$ cat config.mk
export PLATFORM = sky130hd
export DESIGN_NAME = dvp_capture
export DESIGN_NICKNAME = d
export VERILOG_FILES = /design/src/rtl/dvp_capture.sv
export SDC_FILE = /design/constraint.sdc
export NUM_CORES = 1
export LEC_CHECK = 0
export ABC_CLOCK_PERIOD_IN_PS = 2100
export BUFFER_PORTS_ARGS = -buffer_cell sky130_fd_sc_hd__buf_2
export CAP_MARGIN = 20
export CORE_AREA = 2 2 84 86
export CTS_CLUSTER_SIZE = 30
export DETAILED_ROUTE_END_ITERATION = 16
export DIE_AREA = 0 0 86 88
export GPL_TIMING_DRIVEN = 0
export PLACE_DENSITY = 0.77
export REMOVE_ABC_BUFFERS = 1
export SYNTH_ARGS = -nofsm -noshare
export SYNTH_HDL_FRONTEND = slang
export SYNTH_SLANG_ARGS = --single-unit
export TNS_END_PERCENT = 10
$ cat constraint.sdc
create_clock -name pclk -period 2.1 [get_ports pclk]
set_input_delay 0.42 -clock pclk [delete_from_list [all_inputs] [get_ports pclk]]
set_output_delay 0.42 -clock pclk [all_outputs]
set_load 0.05 [all_outputs]
$ cat src/rtl/dvp_capture.sv
// DVP camera front end: pairs bytes into RGB565, skips warm-up frames, checks line/frame geometry.
// Define DVP_TEST_PATTERN_EN to add tp_sel, which substitutes 8 vertical colour bars for camera data.
module dvp_capture #(
  parameter logic [11:0] H_DISP      = 12'd1280,
  parameter logic [11:0] V_DISP      = 12'd720,
  parameter logic [3:0]  SKIP_FRAMES = 4'd10,
  parameter int unsigned CNT_WIDTH   = 12
) (
  input  logic        pclk,
  input  logic        rst_n,
  input  logic        en,
  input  logic        cam_vsync,
  input  logic        cam_href,
  input  logic [7:0]  cam_data,
`ifdef DVP_TEST_PATTERN_EN
  input  logic        tp_sel,
`endif
  input  logic        err_clr,
  output logic        vi_vs,
  output logic        vi_de,
  output logic [15:0] vi_data,
  output logic        frame_done,
  output logic        line_err,
  output logic        frame_err
);

  localparam logic [1:0] StIdle    = 2'd0;
  localparam logic [1:0] StSkip    = 2'd1;
  localparam logic [1:0] StCapture = 2'd2;

  localparam logic [CNT_WIDTH-1:0] HCnt   = CNT_WIDTH'(H_DISP);
  localparam logic [CNT_WIDTH-1:0] VCnt   = CNT_WIDTH'(V_DISP);
  localparam logic [CNT_WIDTH-1:0] CntMax = '1;

  logic                 vs_s1_q, vs_s2_q, href_s1_q, href_s2_q;
  logic [7:0]           data_s1_q;
  logic [1:0]           state_q, state_d;
  logic [3:0]           skip_cnt_q, skip_cnt_d, skip_inc;
  logic                 phase_q, phase_d;
  logic [7:0]           hi_q, hi_d;
  logic [CNT_WIDTH-1:0] pix_cnt_q, pix_cnt_d, line_cnt_q, line_cnt_d;
  logic                 pix_vld_q, pix_vld_d;
  logic [15:0]          pix_data_q, pix_data_d, pixel;
  logic                 vi_vs_q, vi_vs_d, vi_de_q, vi_de_d;
  logic [15:0]          vi_data_q, vi_data_d;
  logic                 frame_done_q, frame_done_d;
  logic                 line_err_q, line_err_d, frame_err_q, frame_err_d;
  logic                 line_set, frame_set;
  logic                 vs_rise, href_fall, capture;

  assign vs_rise   = vs_s1_q & ~vs_s2_q;
  assign href_fall = ~href_s1_q & href_s2_q;
  assign capture   = (state_q == StCapture);
  assign skip_inc  = skip_cnt_q + 4'd1;

`ifdef DVP_TEST_PATTERN_EN
  localparam int unsigned BarW = ((int'(H_DISP) / 8) == 0) ? 1 : (int'(H_DISP) / 8);
  logic [CNT_WIDTH-1:0] bar_pos;
  logic [2:0]           bar_idx;
  logic [15:0]          bar_rgb;

  always_comb begin
    bar_pos = pix_cnt_q / CNT_WIDTH'(BarW);
    bar_idx = (bar_pos > CNT_WIDTH'(7)) ? 3'd7 : bar_pos[2:0];
    unique case (bar_idx)
      3'd0: bar_rgb = 16'hFFFF;
      3'd1: bar_rgb = 16'hFFE0;
      3'd2: bar_rgb = 16'h07FF;
      3'd3: bar_rgb = 16'h07E0;
      3'd4: bar_rgb = 16'hF81F;
      3'd5: bar_rgb = 16'hF800;
      3'd6: bar_rgb = 16'h001F;
      3'd7: bar_rgb = 16'h0000;
    endcase
    pixel = tp_sel ? bar_rgb : {hi_q, data_s1_q};
  end
`else
  assign pixel = {hi_q, data_s1_q};
`endif

  always_comb begin
    state_d    = state_q;
    skip_cnt_d = skip_cnt_q;
    case (state_q)
      StIdle: begin
        if (en && vs_rise) begin
          skip_cnt_d = 4'd0;
          state_d    = (SKIP_FRAMES == 4'd0) ? StCapture : StSkip;
        end
      end
      StSkip: begin
        if (vs_rise) begin
          skip_cnt_d = skip_inc;
          if (skip_inc == SKIP_FRAMES) state_d = StCapture;
        end
      end
      StCapture: begin
        if (vs_rise && !en) state_d = StIdle;
      end
      default: state_d = StIdle;
    endcase
  end

  always_comb begin
    phase_d      = phase_q;
    hi_d         = hi_q;
    pix_cnt_d    = pix_cnt_q;
    line_cnt_d   = line_cnt_q;
    pix_vld_d    = 1'b0;
    pix_data_d   = pix_data_q;
    frame_done_d = 1'b0;
    line_set     = 1'b0;
    frame_set    = 1'b0;
    if (!capture) begin
      phase_d    = 1'b0;
      pix_cnt_d  = '0;
      line_cnt_d = '0;
    end else begin
      // Bytes arriving during vsync are not part of any line.
      if (href_s1_q && !vs_s1_q) begin
        if (!phase_q) begin
          hi_d    = data_s1_q;
          phase_d = 1'b1;
        end else begin
          phase_d    = 1'b0;
          pix_vld_d  = 1'b1;
          pix_data_d = pixel;
          if (pix_cnt_q != CntMax) pix_cnt_d = pix_cnt_q + CNT_WIDTH'(1);
        end
      end else if (href_fall && !vs_s2_q) begin
        line_set  = phase_q || (pix_cnt_q != HCnt);
        phase_d   = 1'b0;
        pix_cnt_d = '0;
        if (line_cnt_q != CntMax) line_cnt_d = line_cnt_q + CNT_WIDTH'(1);
      end
      // The edge that moved us into capture was seen in the previous state, so never pulses here.
      if (vs_rise) begin
        frame_done_d = 1'b1;
        frame_set    = (line_cnt_q != VCnt);
        line_cnt_d   = '0;
      end
    end
  end

  always_comb begin
    vi_vs_d     = capture & vs_s2_q;
    vi_de_d     = pix_vld_q;
    vi_data_d   = pix_vld_q ? pix_data_q : vi_data_q;
    line_err_d  = err_clr ? 1'b0 : (line_err_q | line_set);
    frame_err_d = err_clr ? 1'b0 : (frame_err_q | frame_set);
  end

  always_ff @(posedge pclk) begin
    if (!rst_n) begin
      vs_s1_q      <= 1'b0;
      vs_s2_q      <= 1'b0;
      href_s1_q    <= 1'b0;
      href_s2_q    <= 1'b0;
      data_s1_q    <= 8'd0;
      state_q      <= StIdle;
      skip_cnt_q   <= 4'd0;
      phase_q      <= 1'b0;
      hi_q         <= 8'd0;
      pix_cnt_q    <= '0;
      line_cnt_q   <= '0;
      pix_vld_q    <= 1'b0;
      pix_data_q   <= 16'd0;
      vi_vs_q      <= 1'b0;
      vi_de_q      <= 1'b0;
      vi_data_q    <= 16'd0;
      frame_done_q <= 1'b0;
      line_err_q   <= 1'b0;
      frame_err_q  <= 1'b0;
    end else begin
      vs_s1_q      <= cam_vsync;
      vs_s2_q      <= vs_s1_q;
      href_s1_q    <= cam_href;
      href_s2_q    <= href_s1_q;
      data_s1_q    <= cam_data;
      state_q      <= state_d;
      skip_cnt_q   <= skip_cnt_d;
      phase_q      <= phase_d;
      hi_q         <= hi_d;
      pix_cnt_q    <= pix_cnt_d;
      line_cnt_q   <= line_cnt_d;
      pix_vld_q    <= pix_vld_d;
      pix_data_q   <= pix_data_d;
      vi_vs_q      <= vi_vs_d;
      vi_de_q      <= vi_de_d;
      vi_data_q    <= vi_data_d;
      frame_done_q <= frame_done_d;
      line_err_q   <= line_err_d;
      frame_err_q  <= frame_err_d;
    end
  end

  assign vi_vs      = vi_vs_q;
  assign vi_de      = vi_de_q;
  assign vi_data    = vi_data_q;
  assign frame_done = frame_done_q;
  assign line_err   = line_err_q;
  assign frame_err  = frame_err_q;

endmodule
==> flow_metrics.tcl <==
set metrics [dict create \
    status "complete, no violations" \
    synth_top_area_share_pct 47.3 \
    finalNetCount 463 \
    worst-path-buf-inv 0 \
    gp_congestion 0.881 \
    max_freq_mhz 524 \
    setup_tns_ns 0 \
    rsz0062_at_grt "false" \
    clk_latency_ns 0.36 \
    synth.most_common_cell "dfxtp_1" \
    clk_pin_slew_ns 0.10 \
    ys_top_cells_by_count "89 x dfxtp_1, 43 x nand2_1, 31 x nor2b_1" \
    cpPeakStageDelay_ns 0.56 \
    num_rows 30 \
    p_comb_share_pct 3.2 \
    crit_start "state_q[1]$_SDFFE_PN0P_" \
    drc_errors 0 \
    ys_ff_latch 89 \
    synth_area_leaders "dfxtp_1 47%, mux2i_1 6.4%, nor2b_1 5.1%" \
    place_inst 508 \
    cp_common_cell "nor2b_1" \
    die_h_um 88 \
    hold_class "in2reg" \
    postRouteAntennaNets 0 \
    antenna_found_initial 0 \
    ys_types 46 \
    critPathKind "reg2reg" \
    initial_core_util_pct 56.7 \
    grt_usage_pct 19.5 \
    slew-limit-headroom_pct 33.2 \
    n_antenna_cell 0 \
    overflow 0 \
    grt_pass1_wl_um 11900 \
    synth-edff-count 0 \
    fin_util_pct 63.7 \
    via_count 3006 \
    switchingPower_uw 726 \
    final.period_utilization_pct 90.9 \
    r2r_start "state_q[1]$_SDFFE_PN0P_" \
    syn_area_per_cell_um2 9.19 \
    clock_skew_ns 0.0133 \
    hold_violations 0 \
    clockBufferDepth 2 \
    netlist_area_um2 3770 \
    drt_iter0_drc 147 \
    cp.required_ns 2.34 \
    synth_async_sr_flop_share_pct 0 \
    ir_drop_uv 380 \
    maxCapViolations 0 \
    die_w_um 86 \
    min_from "cam_data[5]" \
    swShare_pct 24.7 \
    timing.final.crit_period_ns 1.91 \
    instances_no_fill 528 \
    io_buffers 34 \
    cp_top_family "simple AND/OR/NAND/NOR gates" \
    grt_max_degree 63 \
    cts_inserted_buffers 9 \
    grt_pass1_vias 2707 \
    syn2layout_area_growth_pct 12.2 \
    total_leakage_power_nw 1.50 \
    hold_buffers 0 \
    wire_per_inst_um 13.5 \
    core_area_um2 6640 \
    crit_fanout 8 \
    synth_ff_type "dfxtp_1" \
    drt-total-wl_um 7140 \
    setup_viol 0 \
    drive_above_1_share_pct 14.1 \
    cp.arrival_ns 2.15 \
    ctsRootBufferMaster "clkbuf_8" \
    dieArea_um2 7570 \
    synth_top_area_cell "dfxtp_1" \
    io_pins 35 \
    final_max_slew_viol_count 0 \
    dp_hpwl_um 4700 \
    synthCells 410 \
    slowest_stage "nand3b_1" \
    htreeDepth 3 \
    cts.sinks 89 \
    power_density_nw_per_um2 695 \
    cp-start-kind "flip-flop" \
    end_kind "flip-flop" \
    worstMarginPinSlew_ns 1.00 \
    p_int_mw 2.21 \
    yosysWarnings 0 \
    firstDrtPassIters 4 \
    crit_chain "nor2b_1 > nand3b_1 > mux2i_1 > nor2b_1" \
    yosysSeqAreaShare_pct 47.3 \
    seqPwrFrac_pct 58.4 \
    clkPwrFrac_pct 38.4 \
    viasPerCell 5.69 \
    cts_tree "built" \
]
## sequential cells by signal, indices dropped and copies added, names as in the netlist, 2 cells and up
register	count
skip_cnt_q	4
state_q	2
vi_data	16
hi_q	8
data_s1_q	8
pix_data_q	16
line_cnt_q	12
pix_cnt_q	12
## placed cells by master (no fill, tap or decap), types with 6 or more instances in the layout
master	instances
dfxtp_1	89
nand2_1	43
buf_2	35
nor2b_1	30
mux2i_1	24
a21oi_1	24
a21boi_0	19
and2_1	18
o21ai_0	18
nor2_1	15
or3_1	12
inv_1	10
nand3_1	10
clkbuf_8	9
nand4_1	8
o31ai_1	8
ha_1	6
## what timing repair did
action,in CTS,in global routing
resized for setup,2,3
endpoints found under the setup margin,12,10
setup buffers,0,4
pin swaps,0,1
hold endpoints to repair,0,0
## per-stage QoR
| stage | area (um^2) | worst slack (ns) | power (mW) | hold WS, ns |
|---|---|---|---|---|
| floorplan | 3700 | 0.242 | 1.80 | 0.440 |
| global route | 4230 | 0.0330 | 3.05 | 0.252 |
| finish | 4230 | 0.191 | 2.94 | 0.264 |
| global placement | 3970 | -0.192 | 1.84 | 0.450 |
| CTS | 4180 | 0.0499 | 2.96 | 0.247 |
| detailed placement | 3980 | -0.138 | 1.84 | 0.459 |
## routing by layer
| metal | track usage, % | vias to the layer above | wire length [um] |
|---|---|---|---|
| met2 | 33.3 | 64 | 3560 |
| li1 | - | 1511 | - |
| met5 | 0 | - | 0 |
| met3 | 3.49 | 6 | 268 |
| met4 | 10.1 | 0 | 78 |
| met1 | 23.6 | 1425 | 3230 |
## area by class of cell
type,instances,area [um^2]
clock buffers,9,124
clock inverters,7,67.6
fillers,568,2410
inverters,10,37.5
multi-input cells,294,1910
flip-flops and latches,89,1780
well taps,80,100
repair buffers,39,205
## cell families after synthesis
group,synth area share (%)
compound gates,13.3
xor+xnor,0.465
fa+ha+maj,1.99
buf+inv,2.79
flops,47.3
mux,6.37
simple gates,27.8
## worst paths after layout
check	end	slack, ns	cells past startpoint
worst max-delay path	hi_q[1]$_SDFFE_PN0P_	0.19	4
worst min-delay path	data_s1_q[5]$_SDFF_PN0_	0.26	2
worst max register to register	hi_q[1]$_SDFFE_PN0P_	0.19	4
worst min register to register	pix_data_q[3]$_SDFFE_PN0P_	0.46	2
## power groups by stage
| stage | combinational (mW) | sequential, mW | clock, mW |
|---|---|---|---|
| after floorplan | 0.0508 | 1.75 | 0 |
| after global placement | 0.0872 | 1.75 | 0 |
| after detailed placement | 0.0891 | 1.75 | 0 |
| after CTS | 0.0903 | 1.72 | 1.16 |
| after global routing | 0.103 | 1.72 | 1.22 |
| final | 0.0940 | 1.72 | 1.13 |
Note: power is estimated with default switching activity, not from simulation.
